### src/rtl/keypad_scanner.sv
// keypad_scanner: scans a 4x4 active-low matrix keypad one column at a time,
// debounces press and release, and buffers one key code for a CPU reader.
//
// Ports:
//   clk           system clock, rising edge
//   rst           synchronous active-high reset
//   keyboard_row  row sense lines, active-low, externally pulled up
//   keyboard_col  column drive, active-low, one-cold
//   key_code      {row, col} code of the last accepted key
//   key_valid     high while an unread key is buffered
//   key_ack       single-cycle read strobe, clears key_valid
//   key_held      high while the accepted key is still physically pressed
//   key_overflow  sticky: a key was accepted while key_valid was already high
module keypad_scanner #(
  parameter int unsigned SCAN_DIV     = 50000,
  parameter int unsigned DEBOUNCE_CNT = 500000
) (
  input  logic       clk,
  input  logic       rst,
  input  logic [3:0] keyboard_row,
  output logic [3:0] keyboard_col,
  output logic [3:0] key_code,
  output logic       key_valid,
  input  logic       key_ack,
  output logic       key_held,
  output logic       key_overflow
);

  localparam int unsigned DWELL_W = (SCAN_DIV > 2) ? $clog2(SCAN_DIV) : 1;
  localparam int unsigned DEB_W   = (DEBOUNCE_CNT > 2) ? $clog2(DEBOUNCE_CNT) : 1;

  localparam logic [DWELL_W-1:0] DWELL_LAST = DWELL_W'(SCAN_DIV - 1);
  localparam logic [DEB_W-1:0]   DEB_LAST   = DEB_W'(DEBOUNCE_CNT - 1);

  typedef enum logic [1:0] {
    SCAN        = 2'd0,
    DEB_PRESS   = 2'd1,
    PRESSED     = 2'd2,
    DEB_RELEASE = 2'd3
  } state_t;

  state_t state_q, state_d;

  logic [1:0]         col_q, col_d;
  logic [1:0]         row_q, row_d;
  logic [DWELL_W-1:0] dwell_q, dwell_d;
  logic [DEB_W-1:0]   deb_cnt_q, deb_cnt_d;
  logic [3:0]         key_code_d;
  logic               key_valid_d, key_held_d, key_overflow_d;

  logic       row_any_c;
  logic [1:0] row_idx_c;
  logic       row_match_c;

  // Lowest-numbered low row wins when several rows are low.
  always_comb begin
    row_any_c = (keyboard_row != 4'hF);
    if (!keyboard_row[0])      row_idx_c = 2'd0;
    else if (!keyboard_row[1]) row_idx_c = 2'd1;
    else if (!keyboard_row[2]) row_idx_c = 2'd2;
    else                       row_idx_c = 2'd3;
    row_match_c = row_any_c && (row_idx_c == row_q);
  end

  // State register.
  always_ff @(posedge clk) begin
    if (rst) state_q <= SCAN;
    else     state_q <= state_d;
  end

  // Next-state logic.
  always_comb begin
    state_d = state_q;
    unique case (state_q)
      SCAN: begin
        if (dwell_q == DWELL_LAST && row_any_c) state_d = DEB_PRESS;
      end
      DEB_PRESS: begin
        if (!row_match_c)               state_d = SCAN;
        else if (deb_cnt_q == DEB_LAST) state_d = PRESSED;
      end
      PRESSED: begin
        if (!row_any_c) state_d = DEB_RELEASE;
      end
      DEB_RELEASE: begin
        if (!row_any_c && deb_cnt_q == DEB_LAST) state_d = SCAN;
      end
      default: state_d = SCAN;
    endcase
  end

  // Datapath and output next values.
  always_comb begin
    col_d          = col_q;
    row_d          = row_q;
    dwell_d        = dwell_q;
    deb_cnt_d      = deb_cnt_q;
    key_code_d     = key_code;
    key_valid_d    = key_valid;
    key_held_d     = key_held;
    key_overflow_d = key_overflow;

    // A read clears the buffer; an acceptance in the same cycle overrides below.
    if (key_ack && key_valid) key_valid_d = 1'b0;

    unique case (state_q)
      SCAN: begin
        deb_cnt_d = '0;
        if (dwell_q == DWELL_LAST) begin
          dwell_d = '0;
          if (row_any_c) row_d = row_idx_c;
          else           col_d = col_q + 2'd1;
        end else begin
          dwell_d = dwell_q + DWELL_W'(1);
        end
      end
      DEB_PRESS: begin
        if (!row_match_c) begin
          col_d     = col_q + 2'd1;
          dwell_d   = '0;
          deb_cnt_d = '0;
        end else if (deb_cnt_q == DEB_LAST) begin
          deb_cnt_d   = '0;
          key_code_d  = {row_q, col_q};
          key_valid_d = 1'b1;
          key_held_d  = 1'b1;
          if (key_valid && !key_ack) key_overflow_d = 1'b1;
        end else begin
          deb_cnt_d = deb_cnt_q + DEB_W'(1);
        end
      end
      PRESSED: begin
        deb_cnt_d = '0;
      end
      DEB_RELEASE: begin
        if (row_any_c) begin
          deb_cnt_d = '0;
        end else if (deb_cnt_q == DEB_LAST) begin
          deb_cnt_d  = '0;
          col_d      = col_q + 2'd1;
          dwell_d    = '0;
          key_held_d = 1'b0;
        end else begin
          deb_cnt_d = deb_cnt_q + DEB_W'(1);
        end
      end
      default: begin
        deb_cnt_d = '0;
        dwell_d   = '0;
      end
    endcase
  end

  // Datapath and output registers; column drive follows the next column index.
  always_ff @(posedge clk) begin
    if (rst) begin
      col_q        <= 2'd0;
      row_q        <= 2'd0;
      dwell_q      <= '0;
      deb_cnt_q    <= '0;
      keyboard_col <= 4'b1110;
      key_code     <= 4'h0;
      key_valid    <= 1'b0;
      key_held     <= 1'b0;
      key_overflow <= 1'b0;
    end else begin
      col_q        <= col_d;
      row_q        <= row_d;
      dwell_q      <= dwell_d;
      deb_cnt_q    <= deb_cnt_d;
      keyboard_col <= 4'(~(4'b0001 << col_d));
      key_code     <= key_code_d;
      key_valid    <= key_valid_d;
      key_held     <= key_held_d;
      key_overflow <= key_overflow_d;
    end
  end

endmodule

### config.mk
export PLATFORM = sky130hd
export DESIGN_NAME = keypad_scanner
export DESIGN_NICKNAME = d
export VERILOG_FILES = /design/src/rtl/keypad_scanner.sv
export SDC_FILE = /design/constraint.sdc
export NUM_CORES = 1
export LEC_CHECK = 0
export ABC_AREA = 1
export CORE_ASPECT_RATIO = 0.5
export CORE_MARGIN = 10
export CORE_UTILIZATION = 50
export CTS_CLUSTER_DIAMETER = 40
export CTS_CLUSTER_SIZE = 28
export DETAILED_ROUTE_END_ITERATION = 10
export PLACE_DENSITY = 0.69
export SLEW_MARGIN = 20
export SYNTH_ARGS = -nofsm -noshare
export SYNTH_HDL_FRONTEND = slang
export SYNTH_SLANG_ARGS = --single-unit
### constraint.sdc
create_clock -name clk -period 2.2 [get_ports clk]
set_input_delay 0.33 -clock clk [delete_from_list [all_inputs] [get_ports clk]]
set_output_delay 0.33 -clock clk [all_outputs]
set_load 0.05 [all_outputs]
==> results.txt <==
Status: finished clean
Effective utilization at floorplan: 0.516
Hold Vio Cnt, Final: 0
Worst-path clk slew: 0.07 ns
GP Congestion: 0.904
Slowest CP cell: dfxtp_1
Max Freq: 502 MHz
Cell family with most CP delay: simple AND/OR/NAND/NOR gates
Skew-Pair Late Insertion Delay: 0.30 ns
Metal2 WL: 3.13 mm
Post-Route Setup TNS: 0 ns
Post-synth top area cell: dfxtp_1
Mean Syn Cell Area: 7.01 um2
Layout cells sized above 1: 0.0892
Post-Route M1 WL: 2.86 mm
Port Buf Inserts: 17
Register area share after synthesis: 0.367
Nets: 434
HP Start: deb_cnt_q[0]$_SDFF_PP0_
Cts repair resizes: 0
Pins over their slew limit: 0
Postcts setup bufs: 0
Clk sinks: 52
Starting DRC count in detailed routing: 167
CP most frequent cell: nand2_1
Root buf cell: clkbuf_16
# diodes: 0
First-pass GRT wire length: 11.2 mm
Met3 wire length: 272 um
Required time worst endpoint: 2.39 ns
CP endpoint kind: flip-flop
Static leakage: 1.15 nW
Max incr delay on CP: 0.42 ns
GR Overflow Total: 0
Final WL: 6.41 mm
Predominant post-synthesis flop cell: dfxtp_1
DRT antenna net count: 0
Worst-Margin Slew: 0.511 ns
Post-synth cell types: 36
Die height: 73.2 um
Synth top area cells: dfxtp_1, nand2_1, nor2_1
Pin count of the biggest net entering global routing: 22
Most frequent cell after synthesis: nand2_1
CP Max Fanout: 5
Pre-antenna DRT Iters: 5
H-Tree Depth: 2
Syn nets: 413
WL/cell: 12.8 um
Top cells by instance count after synthesis: nand2_1, nor2_1, dfxtp_1
Final period utilization: 0.906
CTS tree: done
Gr usage total: 0.143
Count of final setup violators: 0
Clock skew: 0.00283 ns
Inserted Clock Buffers: 5
Slew headroom: 0.658
DIE AREA: 9260 um2
Final Critical Period: 1.99 ns
Arr. time, crit path: 2.18 ns
Critical R2R Launch: dwell_q[0]$_SDFFE_PP0P_
Synthesis Warnings: 0
Cts hold-fix bufs: 0
CP startpoint kind: flip-flop
Critical path cell sequence: ha_1, nand3_1, nor2_1, nand4_1, nand3_1, nand3_1, nand2_1, nand2_1, nand2_1, nand2_1
Clock tree buffer depth: 2
Crit path buffers/inverters: 0
RSZ-0062 raised after global routing: no
Vias per cell: 5.27
PwrDens: 559 nW/um2
Asr flop ratio synth: 0
Number of remaining DRC errors: 0
WS Path Type: flip-flop to flip-flop
Synthesized area: 2830 um2
Synth Instances: 404
Top-level port count: 18
Area of the core: 5490 um2
Post-synth EDFFs: 0
VDD IR-drop max: 293 uV
Worst setup startpoint: dwell_q[0]$_SDFFE_PP0P_
Antenna violations before repair: 0
Row cnt: 19
DP HPWL: 4.81 mm
DR top layer: met4
DR vias: 2628
Total power: 1.80 mW
Vias in the first global route: 2588
#FFs+latches synth: 52
Share of the synthesized area in the top cell type: 0.367
Maxcap violations: 0
Synth-to-Final Area Change: 13.8%
Hold Crit Class: flip-flop to flip-flop
Die width: 126 um
## state kept, by name, summed over array words and instances (netlist names), named ones only
register      flops
col_q             2
deb_cnt_q        19
dwell_q          16
key_code          4
key_held          1
key_overflow      1
key_valid         1
keyboard_col      4
row_q             2
state_q           1
## cell families after synthesis
logic type,share of synthesized area
buffers and inverters,0.0861
xor gates and xnor gates,0.0711
adders and majority gates,0.00883
DFF,0.367
and+or+nand+nor,0.393
AOI/OAI and AO/OA,0.0737
## power by group
group,leakage [nW],switching (mW),total [mW],internal [mW]
registers,0.419,0.00474,0.950,0.946
logic,0.664,0.0284,0.0477,0.0193
clock network,0.0691,0.353,0.806,0.453
total,1.15,0.387,1.80,1.42
## final timing paths
check | endpoint | slack (ns) | cells after the start
hold / removal | deb_cnt_q[0]$_SDFF_PP0_ | 0.45 | 1
hold reg to reg | deb_cnt_q[0]$_SDFF_PP0_ | 0.45 | 1
setup reg to reg | keyboard_col[0]$_SDFF_PP0_ | 0.21 | 10
setup / recovery | keyboard_col[0]$_SDFF_PP0_ | 0.21 | 10
## cells in the final DEF (no fill, tap or decap), types with 2 or more instances in the layout
cell type / count
nand3b_1: 3
clkdlybuf4s50_1: 17
buf_4: 5
inv_1: 37
dfxtp_1: 52
nor2_2: 5
nor4_1: 3
nor3_1: 16
clkinvlp_4: 2
xor2_1: 21
a211oi_1: 3
a21oi_1: 17
nand3_1: 34
o21ai_0: 6
a21oi_2: 5
nand2_2: 3
nor2_1: 70
clkbuf_16: 5
nand4_1: 16
ha_1: 2
xnor2_1: 2
inv_2: 3
and3_1: 3
nand2_1: 82
nand3_2: 2
nor3b_1: 2
## metrics by stage
stage	worst slack [ns]	cell area, um2	hold slack, ns	util	cells
2_1_floorplan	0.591	2830	0.409	-	404
3_3_place_gp	0.153	3070	0.424	0.559	491
3_5_place_dp	0.0378	3070	0.446	0.559	491
4_1_cts	0.263	3230	0.456	0.587	499
5_1_grt	0.0539	3230	0.483	0.587	499
6_report	0.207	3230	0.448	0.587	499
## metal layers
layer / vias to the layer above / track usage
met3: 15 / 0.0392
met1: 1193 / 0.154
met2: 59 / 0.256
met4: 0 / 0.0790
met5: - / 0
li1: 1361 / -
## area by class of cell
cell class	count	area, um2
clock buffers	6	139
clock inverters	2	15.0
fillers	511	2270
inverters	42	163
multi-input cells	301	1550
flip-flops and latches	52	1040
well taps	73	91.3
repair buffers	23	228
(Power assumes the default switching activity.)
